<file path="config.mk">
export PLATFORM = sky130hd
export DESIGN_NAME = scsi_xfer_sequencer
export DESIGN_NICKNAME = d
export VERILOG_FILES = /design/src/rtl/sdmac_pkg.sv /design/src/rtl/sdmac_strobe_timer.sv /design/src/rtl/scsi_xfer_sequencer.sv
export SDC_FILE = /design/constraint.sdc
export NUM_CORES = 1
export LEC_CHECK = 0
export CORE_UTILIZATION = 35
export DETAILED_ROUTE_END_ITERATION = 12
export HOLD_SLACK_MARGIN = 0.06
export PLACE_DENSITY_LB_ADDON = 0.15
export SLEW_MARGIN = 40
export SYNTH_ARGS = -nofsm -noshare
export SYNTH_HDL_FRONTEND = slang
export SYNTH_SLANG_ARGS = --single-unit
</file>
<file path="constraint.sdc">
create_clock -name clk -period 1.8 [get_ports clk]
set_input_delay 0.36 -clock clk [delete_from_list [all_inputs] [get_ports clk]]
set_output_delay 0.36 -clock clk [all_outputs]
set_load 0.01 [all_outputs]
</file>
<file path="src/rtl/sdmac_pkg.sv">
// rtl/sdmac_pkg.sv - shared types and constants for the SCSI transfer sequencer
package sdmac_pkg;

  typedef enum logic [2:0] {
    ST_IDLE,
    ST_DMA_STRB,
    ST_CPU_STRB,
    ST_REC,
    ST_FLUSH_WR
  } seq_state_e;

  localparam logic [1:0] BO_LANE0 = 2'd0;
  localparam logic [1:0] BO_LANE3 = 2'd3;

  localparam logic DIR_S2F = 1'b0;
  localparam logic DIR_F2S = 1'b1;

  localparam logic GRANT_CPU = 1'b0;
  localparam logic GRANT_DMA = 1'b1;

endpackage

</file>
<file path="src/rtl/sdmac_strobe_timer.sv">
// rtl/sdmac_strobe_timer.sv - loadable 3-bit down-counter timing strobe and recovery phases
module sdmac_strobe_timer (
  input  logic       clk,
  input  logic       rst_n,
  input  logic       load,
  input  logic [2:0] load_val,
  output logic       zero
);

  logic [2:0] cnt;

  always_ff @(posedge clk or negedge rst_n) begin
    if (!rst_n)
      cnt <= 3'd0;
    else if (load)
      cnt <= load_val;
    else if (cnt != 3'd0)
      cnt <= cnt - 3'd1;
  end

  assign zero = (cnt == 3'd0);

endmodule

</file>
<file path="src/rtl/scsi_xfer_sequencer.sv">
// rtl/scsi_xfer_sequencer.sv - arbitrates DMA and CPU access to the SCSI byte port and drives strobes/lanes
module scsi_xfer_sequencer
  import sdmac_pkg::*;
#(
  parameter int unsigned STROBE_CYCLES   = 3,
  parameter int unsigned RECOVERY_CYCLES = 1
) (
  input  logic clk,
  input  logic rst_n,
  input  logic dmaena,
  input  logic dmadir,
  input  logic dreq_n,
  input  logic fifofull,
  input  logic fifoempty,
  input  logic flush,
  input  logic css_req,
  input  logic rw,
  output logic dack_n,
  output logic sior_n,
  output logic siow_n,
  output logic s2f,
  output logic f2s,
  output logic cpu2s,
  output logic s2cpu,
  output logic ls2cpu,
  output logic bo1,
  output logic bo0,
  output logic incfifo,
  output logic decfifo,
  output logic cpu_ack,
  output logic flushed
);

  localparam logic [2:0] STRB_LOAD = 3'(STROBE_CYCLES - 1);
  localparam logic [2:0] REC_LOAD  = 3'(RECOVERY_CYCLES - 1);

  seq_state_e state, nxt;
  logic [1:0] bo;
  logic       last_grant, byte_dir, dir_q;
  logic       inc_q, dec_q, ack_q;
  logic       tmr_load, tmr_zero;
  logic [2:0] tmr_val;
  logic       fifo_ok, dma_elig, cpu_elig, flush_req;

  sdmac_strobe_timer u_timer (
    .clk      (clk),
    .rst_n    (rst_n),
    .load     (tmr_load),
    .load_val (tmr_val),
    .zero     (tmr_zero)
  );

  // FIFO only gates the start of a new word; mid-word bytes go straight through
  assign fifo_ok   = (bo != BO_LANE0) || ((dmadir == DIR_S2F) ? !fifofull : !fifoempty);
  assign dma_elig  = dmaena && !dreq_n && fifo_ok;
  assign cpu_elig  = css_req;
  assign flush_req = flush && (dmadir == DIR_S2F);

  always_ff @(posedge clk or negedge rst_n) begin
    if (!rst_n)
      state <= ST_IDLE;
    else
      state <= nxt;
  end

  always_comb begin
    nxt      = state;
    tmr_load = 1'b0;
    tmr_val  = STRB_LOAD;
    case (state)
      ST_IDLE: begin
        if (flush_req) begin
          if (bo != BO_LANE0)
            nxt = ST_FLUSH_WR;
        end else if (dma_elig && (!cpu_elig || last_grant == GRANT_CPU)) begin
          nxt      = ST_DMA_STRB;
          tmr_load = 1'b1;
        end else if (cpu_elig) begin
          nxt      = ST_CPU_STRB;
          tmr_load = 1'b1;
        end
      end
      ST_DMA_STRB, ST_CPU_STRB: begin
        if (tmr_zero) begin
          nxt      = ST_REC;
          tmr_load = 1'b1;
          tmr_val  = REC_LOAD;
        end
      end
      ST_REC:      if (tmr_zero) nxt = ST_IDLE;
      ST_FLUSH_WR: nxt = ST_IDLE;
      default:     nxt = ST_IDLE;
    endcase
  end

  // Byte offset, grant history and the REC-entry pulses
  always_ff @(posedge clk or negedge rst_n) begin
    if (!rst_n) begin
      bo         <= BO_LANE0;
      last_grant <= GRANT_CPU;
      byte_dir   <= DIR_S2F;
      dir_q      <= DIR_S2F;
      inc_q      <= 1'b0;
      dec_q      <= 1'b0;
      ack_q      <= 1'b0;
    end else begin
      dir_q <= dmadir;
      inc_q <= 1'b0;
      dec_q <= 1'b0;
      ack_q <= 1'b0;
      if (state == ST_IDLE && nxt == ST_DMA_STRB) begin
        last_grant <= GRANT_DMA;
        byte_dir   <= dmadir;
      end
      if (state == ST_IDLE && nxt == ST_CPU_STRB)
        last_grant <= GRANT_CPU;
      if (state == ST_DMA_STRB && nxt == ST_REC) begin
        bo    <= bo + 2'd1;
        inc_q <= (bo == BO_LANE3) && (byte_dir == DIR_S2F);
        dec_q <= (bo == BO_LANE3) && (byte_dir == DIR_F2S);
      end
      if (state == ST_CPU_STRB && nxt == ST_REC)
        ack_q <= 1'b1;
      if (nxt == ST_FLUSH_WR)
        bo <= BO_LANE0;
      // Switching direction mid-word abandons the partial word
      if (dmadir != dir_q && bo != BO_LANE0)
        bo <= BO_LANE0;
    end
  end

  always_comb begin
    dack_n  = 1'b1;
    sior_n  = 1'b1;
    siow_n  = 1'b1;
    s2f     = 1'b0;
    f2s     = 1'b0;
    cpu2s   = 1'b0;
    s2cpu   = 1'b0;
    ls2cpu  = 1'b0;
    incfifo = inc_q;
    decfifo = dec_q;
    cpu_ack = ack_q;
    flushed = 1'b0;
    case (state)
      ST_IDLE: flushed = flush_req && (bo == BO_LANE0);
      ST_DMA_STRB: begin
        dack_n = 1'b0;
        if (byte_dir == DIR_S2F) begin
          sior_n = 1'b0;
          s2f    = tmr_zero;
        end else begin
          siow_n = 1'b0;
          f2s    = 1'b1;
        end
      end
      ST_CPU_STRB: begin
        if (rw) begin
          sior_n = 1'b0;
          s2cpu  = 1'b1;
          ls2cpu = tmr_zero;
        end else begin
          siow_n = 1'b0;
          cpu2s  = 1'b1;
        end
      end
      ST_FLUSH_WR: begin
        incfifo = 1'b1;
        flushed = 1'b1;
      end
      default: ;
    endcase
  end

  assign bo1 = bo[1];
  assign bo0 = bo[0];

endmodule
</file>
* Word level (Yosys, flattened, before mapping) *
Index checks and enable logic that the tools add are counted.
Widths: inputs -> output; s select.

word-level totals
  output and inout port bits = 14
  register bits after elaboration = 14
  word-level logic and storage cells = 92
  input port bits = 10

cells by class
  multiplexer cells = 41
  reduce and logical (&&, ||, !) cells = 27
  add/subtract/negate cells = 2
  equality and inequality tests = 10
  bitwise gates (word level) = 3

operator list
  kind                 number
  $mux 3               8
  $mux 1               23
  $eq 3x2->1 const B   4
  $logic_and 1x1->1    12
  $mux 2               5
  $pmux 3 s3           1
  $pmux 1 s2           4
  $eq 3x1->1 const B   2
  $eq 3x3->1 const B   2
  $logic_not 3->1      2
  $reduce_bool 2->1    3
  $reduce_bool 3->1    2
  $logic_not 1->1      4
  $not 1->1            3
  $sub 3x1->3 const B  1
  $add 2x1->2 const B  1
  $eq 2x2->1 const B   1
  $logic_not 2->1      1
  $logic_or 1x1->1     2
  $reduce_or 2->1      1
  $ne 1x1->1           1

* Longest topological paths before layout *
  word-level depth = 13
  gate-level depth with buffers = 6
  gate-level depth less buffers = 6

* By module *
Synthesis repeated with hierarchy kept, for this count alone.

second synthesis, totals
  cells, all modules = 93
  area total of the unflattened synthesis = 869.6 um^2

modules (own cells, without submodules)
  module               times used  cells each  sequential area each (um^2)  area an instance (um^2)
  scsi_xfer_sequencer  1           72          275.3                        668.1
  sdmac_strobe_timer   1           21          75.1                         201.4

* Worst setup path before layout *
Ideal clock, no wire load.

  path type = reg-to-output
  start = reg u_timer.cnt[0]
  end = out s2f
  data arrival time = 1.262 ns
  cell stages (with the launch flop) = 6
  path slack = 0.178 ns
  path buffers = 0
  required time = 1.440 ns
  path through = dfrtp_1 -> inv_1 -> ha_1 -> nor2b_1 -> nand2_1 -> nor2_1

on the way
  longest elaborated chain between the ends = 3

RTL lines
  element                 RTL line                    source
  start, declared         sdmac_strobe_timer.sv:10    logic [2:0] cnt;
  start signal, assigned  sdmac_strobe_timer.sv:16    cnt <= load_val;
  start signal, assigned  sdmac_strobe_timer.sv:18    cnt <= cnt - 3'd1;
  $logic_not 3->1         sdmac_strobe_timer.sv:21    assign zero = (cnt == 3'd0);
  $mux 1                  scsi_xfer_sequencer.sv:149  if (byte_dir == DIR_S2F) begin
  $mux 1                  scsi_xfer_sequencer.sv:145  case (state)
  end, declared           scsi_xfer_sequencer.sv:21   output logic s2f,

Every way passes these cells.

* Worst setup path in the final report *
  start = reg state[2]
  end = out sior_n

on the way
  longest elaborated chain between the ends = 2
  elaborated cells between the ends (all ways) = 3
  those cells by class = eq/ne: 2; mux: 1

RTL lines
  element                                          RTL line                    source
  start, declared                                  scsi_xfer_sequencer.sv:37   seq_state_e state, nxt;
  start signal, assigned                           scsi_xfer_sequencer.sv:63   state <= nxt;
  $eq 3x2->1 / $eq 3x1->1 (equally long branches)  scsi_xfer_sequencer.sv:145
  $pmux 1 s2 (*)                                   scsi_xfer_sequencer.sv:145
  end, declared                                    scsi_xfer_sequencer.sv:19   output logic sior_n,

Every way passes the cells marked *; elsewhere a longest branch is shown, timed or not.

==> results.md <==
- Outcome: complete, but fails checks
- Failing checks: negative setup slack
- Die ar.: 2590 µm²
- Arr. time, crit path: 1.45 ns
- Required time of the critical path: 1.44 ns
- FFs w/ async S/R, synth: 100%
- Ys flop type: dfrtp_1
- Gp weighted congestion: 0.685
- Area grow syn2layout: 57.0%
- Clock latency on the worst-skew pair: 0.27 ns
- Overall routing resource usage: 14.5%
- Max-Slew Margin vs Limit: 82.1%
- Leak Pwr: 0.659 nW
- Mapped Cells: 87
- Sink Count: 14
- Hold Crit Class: primary input to flop
- Routed via count: 741
- Placed Area: 1240 µm²
- Crit share post-route: 101%
- Post-synthesis register bit count: 14
- Drt pass-1 iters: 4
- Post-synth EDFFs: 0
- Dpl hpwl: 1.33 mm
- Vias in the first global route: 670
- Fillers: 216
- Most numerous cell on the critical path: buf_6
- Vert. Die Dim: 50.9 µm
- CP Launch Type: flop
- Critical-path cell list: nor3b_2, inv_1, o21a_1, buf_6, buf_6
- Register area share after synthesis: 41.8%
- Layout cells sized above 1: 36.5%
- Worst setup margin: -0.0116 ns
- Root Driver: clkbuf_4
- Synthesized area per cell: 9.64 µm²
- Antenna Nets Post-Route: 0
- Synthesis Warnings: 0
- Pins Over Slew Limit: 0
- Worst slew pin tran: 0.267 ns
- Vias/cell: 4.49
- CTS Buf Count: 3
- Nets: 153
- Worst-case clock buffer depth: 2
- Non-filler cells, final: 165
- Final instance area: 1320 µm²
- CP max stage delay: 0.43 ns
- Row count: 17
- DRC: 0
- Critical path class: flop to primary output
- Pwr Density: 1470 nW/µm²
- RR Startpoint: state[2]$_DFF_PN0_
- Final hold vios: 0
- Boundary Pins: 24
- Starting DRT DRC Count: 6
- First-pass GRT wire length: 2.79 mm
- Crit-path max FO: 4
- Post-Synthesis Cell Area: 838 µm²
- Final wirelength: 1.77 mm
- CP max-delay cell: dfrtp_1
- Peak supply drop: 0.844 mV
- Final setup fails: 1
- Port bufs: 23
- Nature of the critical path endpoint: primary output
- CTS tree: built
- CTS H-tree depth: 1
- Area of the core: 2230 µm²
- Routed len/inst: 10.7 µm
- Clock transition at path regs: 0.09 ns
- Overflow after GRT: 0
- Max_cap viols: 0
- Min Clock Period, post-route: 1.81 ns
- Placed cells: 156
- ANT cells: 0
- FMAX: 552 MHz
- Die Wd: 50.9 µm
- Initial core utilization: 37.5%
- RSZ-0062 raised after global routing: true
- Unique masters post-synth: 32
- Hold_sp: dmadir
- TNS Setup: -0.0116 ns
- Largest net degree at the start of global routing: 15
- Net Count, Synth: 101
- Initial antenna violation count: 0
- Crit path launch: state[2]$_DFF_PN0_
- Clk_skew: 0.00158 ns
-- power by group --
part | switching, mW | total (mW) | internal, mW | leakage, nW
Clock | 0.100 | 0.178 | 0.0773 | 0.0138
Combinational | 0.565 | 1.27 | 0.701 | 0.467
Sequential | 0.0777 | 0.498 | 0.420 | 0.178
Total | 0.743 | 1.94 | 1.20 | 0.659
-- path summary, 6_finish.rpt --
| path | to | slack (ns) | cells past startpoint |
|---|---|---|---|
| worst min register to register | last_grant$_DFFE_PN0P_ | 0.52 | 1 |
| worst min-delay path | dir_q$_DFF_PN0_ | 0.36 | 2 |
| worst max register to register | byte_dir$_DFFE_PN0P_ | 0.26 | 5 |
| max in group asynchronous | bo[1]$_DFFE_PN0P_ | 1.23 | 2 |
| min in group asynchronous | u_timer.cnt[2]$_DFFE_PN0P_ | 0.40 | 2 |
| worst max-delay path | sior_n | -0.01 | 5 |
-- metal layers --
metal / global-route usage (%) / wire length (µm) / part of all wire (%) / vias up
li1: - / - / - / 388
met4: 5.56 / 12 / 0.68 / 0
met2: 25.0 / 836 / 47 / 19
met5: 0 / 0 / 0 / -
met3: 1.79 / 77 / 4.4 / 2
met1: 18.2 / 839 / 47 / 332
-- synth_stat cells, types with 2 or more instances --
library cell	instances	area share (%)
dfrtp_1	14	42
nand2_1	10	4.5
nor2_1	10	4.5
inv_1	6	2.7
ha_1	4	6.0
a21oi_1	3	1.8
nor2b_1	3	2.2
o21a_1	3	2.7
o21ai_0	3	1.8
a211oi_1	2	1.8
and2_1	2	1.5
mux2_4	2	3.6
nand2b_1	2	1.5
nand3_1	2	1.2
nor3_1	2	1.2
xnor2_1	2	2.1
xor2_1	2	2.1
-- worst max-delay path, delay by kind of cell, from the launching register on --
kind	cells	cell delay [ns]
simple gates	1	0.24
flops	1	0.43
compound gates	1	0.22
buf+inv	3	0.31
-- flip-flops by register name, indices dropped and copies added, names as in the netlist --
name	cells
last_grant	1
state	3
byte_dir	1
cpu_ack	1
u_timer.cnt	3
dir_q	1
decfifo	1
inc_q	1
bo	2
-- what timing repair did --
| item | CTS | global route |
|---|---|---|
| buffers inserted | 2 | 4 |
| endpoints found under the setup margin | 10 | 7 |
| hold buffers | 0 | 0 |
| resized for setup | 31 | 11 |
| endpoints found under the hold margin | 0 | 0 |
| pin swaps | 3 | 5 |
-- through the flow --
step | hold WS, ns | power (mW) | utilization (%) | setup slack, ns
after global routing | 0.379 | 2.09 | 58.9 | -0.121
after global placement | 0.499 | 1.67 | 55.4 | -0.373
after CTS | 0.402 | 1.90 | 57.6 | -0.0409
final | 0.365 | 1.94 | 58.9 | -0.0116
after detailed placement | 0.510 | 1.69 | 55.4 | -0.394
after floorplan | 0.0644 | 1.12 | - | 0.178
-- cell type report --
type / instances / area [µm²] / share of cell area [%]
Clock buffer: 3 / 22.5 / 1.71
Inverter: 6 / 22.5 / 1.71
Multi-Input combinational cell: 64 / 469 / 35.6
Sequential cell: 14 / 350 / 26.6
Tap cell: 28 / 35.0 / 2.66
Timing Repair Buffer: 50 / 417 / 31.7
-- cells by family after synthesis --
kind of cell	Yosys count	share of synthesized area (%)
buffers and inverters	9	5.52
XOR/XNOR	4	4.18
AO/OA/AOI/OAI	16	13.3
flip-flops	14	41.8
multiplexers	2	3.58
AND/OR/NAND/NOR	38	25.7
adder cells (fa/ha/maj)	4	5.97
-- placed cells by master (no fill, tap or decap), types with 3 or more instances in the layout --
cell type,instances
o21a_1,3
dfrtp_1,14
dlygate4sd2_1,3
clkbuf_2,3
clkdlybuf4s50_1,12
buf_6,4
buf_4,25
nor2_1,9
clkbuf_4,3
ha_1,4
inv_1,6
nand2_1,9
(Power assumes the default switching activity.)
